--- src/rtl/kgp_muldiv.sv ---
// Iterative multiply/divide unit: shift-add multiply, restoring divide.
// Ports: clk, rst (async active-low), start/op/a/b in; busy, done, hi, lo, div_by_zero out.
module kgp_muldiv #(
  parameter int WIDTH = 32
) (
  input  logic             clk,
  input  logic             rst,
  input  logic             start,
  input  logic [1:0]       op,
  input  logic [WIDTH-1:0] a,
  input  logic [WIDTH-1:0] b,
  output logic             busy,
  output logic             done,
  output logic [WIDTH-1:0] hi,
  output logic [WIDTH-1:0] lo,
  output logic             div_by_zero
);

  localparam int CW = $clog2(WIDTH) + 1;
  localparam logic [CW-1:0] LAST = CW'(WIDTH - 1);

  typedef enum logic [1:0] {
    IDLE,
    CALC,
    FIX,
    DONE
  } state_t;

  state_t           st;
  logic [CW-1:0]    cnt;
  logic             isdiv;
  logic             dz;
  logic             neg_q;
  logic             neg_r;
  logic [WIDTH-1:0] acc;
  logic [WIDTH-1:0] sr;
  logic [WIDTH-1:0] opd;

  logic             a_neg;
  logic             b_neg;
  logic [WIDTH-1:0] a_mag;
  logic [WIDTH-1:0] b_mag;
  logic             b_zero;

  logic [WIDTH:0]   msum;
  logic [WIDTH:0]   shf;
  logic [WIDTH+1:0] dif;
  logic [2*WIDTH-1:0] prod;
  logic [2*WIDTH-1:0] prod_n;

  assign a_neg  = op[0] & a[WIDTH-1];
  assign b_neg  = op[0] & b[WIDTH-1];
  assign a_mag  = a_neg ? -a : a;
  assign b_mag  = b_neg ? -b : b;
  assign b_zero = (b == '0);

  // sr holds the multiplier (mul) or dividend/quotient (div)
  assign msum = {1'b0, acc} + {1'b0, (sr[0] ? opd : '0)};
  assign shf  = {acc, sr[WIDTH-1]};
  // borrow in the top bit means the trial subtract must be undone
  assign dif  = {1'b0, shf} - {2'b00, opd};

  assign prod   = {acc, sr};
  assign prod_n = -prod;

  always_ff @(posedge clk or negedge rst) begin
    if (!rst) begin
      st          <= IDLE;
      cnt         <= '0;
      isdiv       <= 1'b0;
      dz          <= 1'b0;
      neg_q       <= 1'b0;
      neg_r       <= 1'b0;
      acc         <= '0;
      sr          <= '0;
      opd         <= '0;
      busy        <= 1'b0;
      done        <= 1'b0;
      hi          <= '0;
      lo          <= '0;
      div_by_zero <= 1'b0;
    end else begin
      done <= 1'b0;
      unique case (st)
        IDLE: begin
          if (start) begin
            isdiv       <= op[1];
            dz          <= op[1] & b_zero;
            neg_q       <= a_neg ^ b_neg;
            neg_r       <= a_neg;
            acc         <= '0;
            cnt         <= '0;
            busy        <= 1'b1;
            div_by_zero <= 1'b0;
            if (op[1]) begin
              sr  <= a_mag;
              opd <= b_mag;
            end else begin
              sr  <= b_mag;
              opd <= a_mag;
            end
            st <= (op[1] && b_zero) ? FIX : CALC;
          end
        end
        CALC: begin
          if (isdiv) begin
            acc <= dif[WIDTH+1] ? shf[WIDTH-1:0] : dif[WIDTH-1:0];
            sr  <= {sr[WIDTH-2:0], ~dif[WIDTH+1]};
          end else begin
            acc <= msum[WIDTH:1];
            sr  <= {msum[0], sr[WIDTH-1:1]};
          end
          cnt <= cnt + CW'(1);
          if (cnt == LAST) st <= FIX;
        end
        FIX: begin
          if (dz) begin
            // sr still holds |a|; restore the caller's dividend
            hi <= neg_r ? -sr : sr;
            lo <= '1;
          end else if (isdiv) begin
            hi <= neg_r ? -acc : acc;
            lo <= neg_q ? -sr : sr;
          end else begin
            {hi, lo} <= neg_q ? prod_n : prod;
          end
          st <= DONE;
        end
        DONE: begin
          done        <= 1'b1;
          busy        <= 1'b0;
          div_by_zero <= dz;
          st          <= IDLE;
        end
        default: st <= IDLE;
      endcase
    end
  end

endmodule
--- config.mk ---
export PLATFORM = sky130hd
export DESIGN_NAME = kgp_muldiv
export DESIGN_NICKNAME = d
export VERILOG_FILES = /design/src/rtl/kgp_muldiv.sv
export SDC_FILE = /design/constraint.sdc
export NUM_CORES = 1
export LEC_CHECK = 0
export CAP_MARGIN = 0
export CORE_UTILIZATION = 65
export DETAILED_ROUTE_END_ITERATION = 10
export GPL_TIMING_DRIVEN = 0
export PLACE_DENSITY = 0.95
export SETUP_SLACK_MARGIN = 0.2
export SYNTH_ARGS = -nofsm -noshare
export SYNTH_HDL_FRONTEND = slang
export SYNTH_SLANG_ARGS = --single-unit
--- constraint.sdc ---
create_clock -name clk -period 6.17 [get_ports clk]
set_clock_uncertainty 0.1 [all_clocks]
set_input_delay 1.234 -clock clk [delete_from_list [all_inputs] [get_ports clk]]
set_output_delay 1.234 -clock clk [all_outputs]
set_load 0.01 [all_outputs]
==> reports/qor.csv <==
stage,metric,value,unit
yosys,synth_edf_count,0,
timing,finalHoldViolations,0,
placement,place_ws,1.25,ns
clocking,cts_made_buffers,17,
global_routing,grt_pass1_vias,16302,
clocking,clockBufferDepth,2,
global_routing,grt_pass1_wl,90.2,mm
route,drc,0,
route,drt_pre_antenna_iters,7,
yosys,synth_nets,2204,
global_routing,grt_overflow_total,0,
route,wl,59.9,mm
floorplanning,core,23500,sq um
clocking,cts_tree,yes,
timing,fin_crit,4.59,ns
clocking,cts_hold_buffers,0,
placement,dp_hpwl,46.3,mm
timing,rsz0062_at_grt,false,
timing,worstMarginPinSlew,1.13,ns
floorplanning,die_w,157,um
timing,fin_ws,1.58,ns
worst_hold_path,hold_path_depth,2,
power_and_ir_drop,p_total,0.00997,W
clocking,post_cts_resize_count,0,
yosys,synthFlopType,dfrtp_1,
worst_setup_path,crit_fanout,7,
final_layout,layout.cells.most_common_list,"243 x nor2_1, 232 x a21oi_1, 206 x nand2_1",
yosys,yosys_warnings,0,
final_layout,seq_area,4380,sq um
power_and_ir_drop,p_leak,7.48,nW
final_layout,fillCellCount,1801,
yosys,synth.yosys.seq_area_share,28.0,%
run,cap_violations,0,
timing,report.final.setup_viol,0,
worst_setup_path,critical_path_arrival,4.80,ns
timing,hold_slack,0.392,ns
yosys,syn_avg_cell_area,7.58,sq um
worst_setup_path,path_class,primary input to flip-flop,
final_layout,fin_nets,2359,
worst_hold_path,hp-start,opd[16],
worst_setup_path,required,6.38,ns
final_layout,stdcell_area,18000,sq um
floorplanning,start_util,66.3,%
route,vias_per_cell,6.81,
route,ant_nets,0,
timing,maxSlewHeadroom,23.7,%
final_layout,layout_commonest_cell,nor2_1,
yosys,async_flop_share,100,%
placement,globalplace.congestion,1.24,
clocking,insertion_delay,0.45,ns
global_routing,antenna_found_initial,0,
power_and_ir_drop,ir_drop,305,uV
worst_hold_path,hold_class,flip-flop to flip-flop,
clocking,cts_setup_buffers,0,
status,status,"complete, no violations",
clocking,h-tree-depth,4,
yosys,ys_seq_elements,175,
final_layout,area_delta_synth_final,15.1,%
yosys,post_synth_instance_area,15600,sq um
worst_hold_path,min_to,opd[16],
global_routing,grt_max_degree,92,
global_routing,grt.total_usage,48.6,%
route,vias,17356,
final_layout,multiInputGateArea,10300,sq um
final_layout,layout-drive-gt1-share,4.58,%
worst_setup_path,crit_path_end_kind,flip-flop,
floorplanning,die_h,157,um
route,wl_per_cell,23.5,um
worst_setup_path,r2r_cells,14,
yosys,synth_cell_types,80,
route,drtIter0Drc,2299,
clocking,clock-sinks,175,
worst_setup_path,rrSetupSlack,1.63,ns
placement,io_buffers,135,
timing,fmax,218,MHz
timing,fin_crit_sh,74.4,%
timing,slew_viol_final,0,
power_and_ir_drop,power_density,554,nW/um^2
placement,place_area,17400,sq um
floorplanning,ioPinCount,136,
floorplanning,dieArea,24700,sq um
floorplanning,rows,56,
yosys,synthCells,2060,
final_layout,n_antenna_cell,0,
worst_setup_path,rr_endpoint,acc[28],
clocking,cts_root_buffer,clkbuf_16,
worst_setup_path,r2r-start,sr[0],
worst_setup_path,startpoint_type,primary input,
clocking,clk_pin_slew,0.08,ns
-- per-stage QoR --
| step | util, % | setup TNS, ns | instances |
|---|---|---|---|
| 4_1_cts | 76.4 | 0 | 2547 |
| 3_5_place_dp | 73.9 | 0 | 2515 |
| 6_report | 76.4 | 0 | 2547 |
| 3_3_place_gp | 73.8 | -558.46 | 2514 |
| 2_1_floorplan | - | 0 | 2060 |
| 5_1_grt | 76.4 | 0 | 2547 |
-- how the worst max path moves through the flow --
stage	start	end	slack (ns)	cells after the start
2_1_floorplan	a[4]	opd[29]	2.72	9
3_3_place_gp	rst	acc[16]	-3.20	1
3_5_place_dp	a[2]	sr[25]	1.25	10
4_1_cts	a[2]	sr[25]	1.70	10
5_1_grt	a[2]	sr[25]	1.54	10
6_report	a[2]	sr[25]	1.58	10
-- report_power, final --
group	internal (W)	leakage [nW]	switching, W
logic	0.00248	5.05	0.00425
registers	0.00163	2.14	0.000501
clock network	0.000551	0.289	0.000551
-- synthesized netlist by cell type, types with 4 or more instances --
| master | n | share of area (%) |
|---|---|---|
| nor2_1 | 243 | 5.8 |
| inv_1 | 94 | 2.3 |
| nor3_2 | 6 | 0.38 |
| and2_1 | 7 | 0.28 |
| or2_2 | 5 | 0.20 |
| nand2b_1 | 15 | 0.60 |
| or3_1 | 26 | 1.0 |
| xnor2_1 | 99 | 5.6 |
| o31ai_1 | 26 | 1.2 |
| nand2_1 | 206 | 5.0 |
| nor3_1 | 39 | 1.2 |
| or4_1 | 13 | 0.62 |
| nand4_1 | 14 | 0.56 |
| buf_1 | 11 | 0.26 |
| nor3b_1 | 4 | 0.19 |
| and3_1 | 18 | 0.72 |
| nor2b_1 | 17 | 0.68 |
| nand3_1 | 29 | 0.93 |
| nand4b_1 | 4 | 0.22 |
| a22o_1 | 4 | 0.22 |
| o211ai_1 | 29 | 1.4 |
| a21oi_1 | 232 | 7.4 |
| o22a_1 | 5 | 0.28 |
| ha_1 | 73 | 5.8 |
| xor2_1 | 92 | 5.2 |
| a22oi_1 | 19 | 0.91 |
| o21ai_0 | 166 | 5.3 |
| o31a_1 | 4 | 0.22 |
| dfrtp_1 | 175 | 28 |
| o221ai_1 | 5 | 0.28 |
| a31oi_1 | 16 | 0.64 |
| o21a_1 | 9 | 0.43 |
| clkbuf_1 | 111 | 2.7 |
| a21o_1 | 28 | 1.3 |
| o41ai_1 | 8 | 0.45 |
| mux2_2 | 23 | 1.7 |
| buf_2 | 15 | 0.48 |
| mux2i_1 | 33 | 2.1 |
| a211oi_1 | 35 | 1.7 |
| o21bai_1 | 7 | 0.34 |
| nor4_1 | 16 | 0.64 |
| a21boi_0 | 5 | 0.24 |
| o21ai_1 | 12 | 0.38 |
-- cell type report --
type / count / area share (%)
plain buffers: 139 / 3.09
clock buffers: 18 / 2.44
clock inverters: 14 / 0.800
inverters: 96 / 2.00
multi-input cells: 1650 / 57.4
flip-flops and latches: 175 / 24.3
well taps: 319 / 2.22
repair buffers: 136 / 7.69
-- kinds of logic (layout without fill, tap and decap cells) --
kind of cell / after synthesis / after routing / synth area share [%]
and+or+nand+nor: 684 / 684 / 20.6
AOI/OAI and AO/OA: 644 / 644 / 24.9
buffers and inverters: 235 / 403 / 5.86
xor gates and xnor gates: 191 / 191 / 10.7
DFF: 175 / 175 / 28.0
adders and majority gates: 75 / 75 / 6.10
muxes: 56 / 56 / 3.77
-- critical path, cell delays in order --
cell             delay (ns)
clkdlybuf4s50_1        0.51
nor4_1                 0.61
nand3_1                0.31
nor3_2                 0.39
or3b_1                 0.47
o21ai_0                0.21
xor2_1                 0.57
nand2_1                0.10
o21ai_0                0.25
a21oi_1                0.14
-- per-layer routing --
layer  part of all wire [%]  vias to the layer above  routed length, um  GRT usage, %
li1                       -                     7594                  -             -
met1                     35                     8051              21200          57.6
met2                     43                     1363              25900          74.8
met3                     14                      346               8110          16.1
met4                    7.8                        2               4680          33.4
met5                  0.058                        -                 35         0.207
-- registers in the layout, summed over array words and instances (netlist names), 2 cells and up --
register  cells
sr           32
acc          32
hi           32
opd          32
lo           32
st            2
cnt           6
Power figures use the tool's default switching activity.
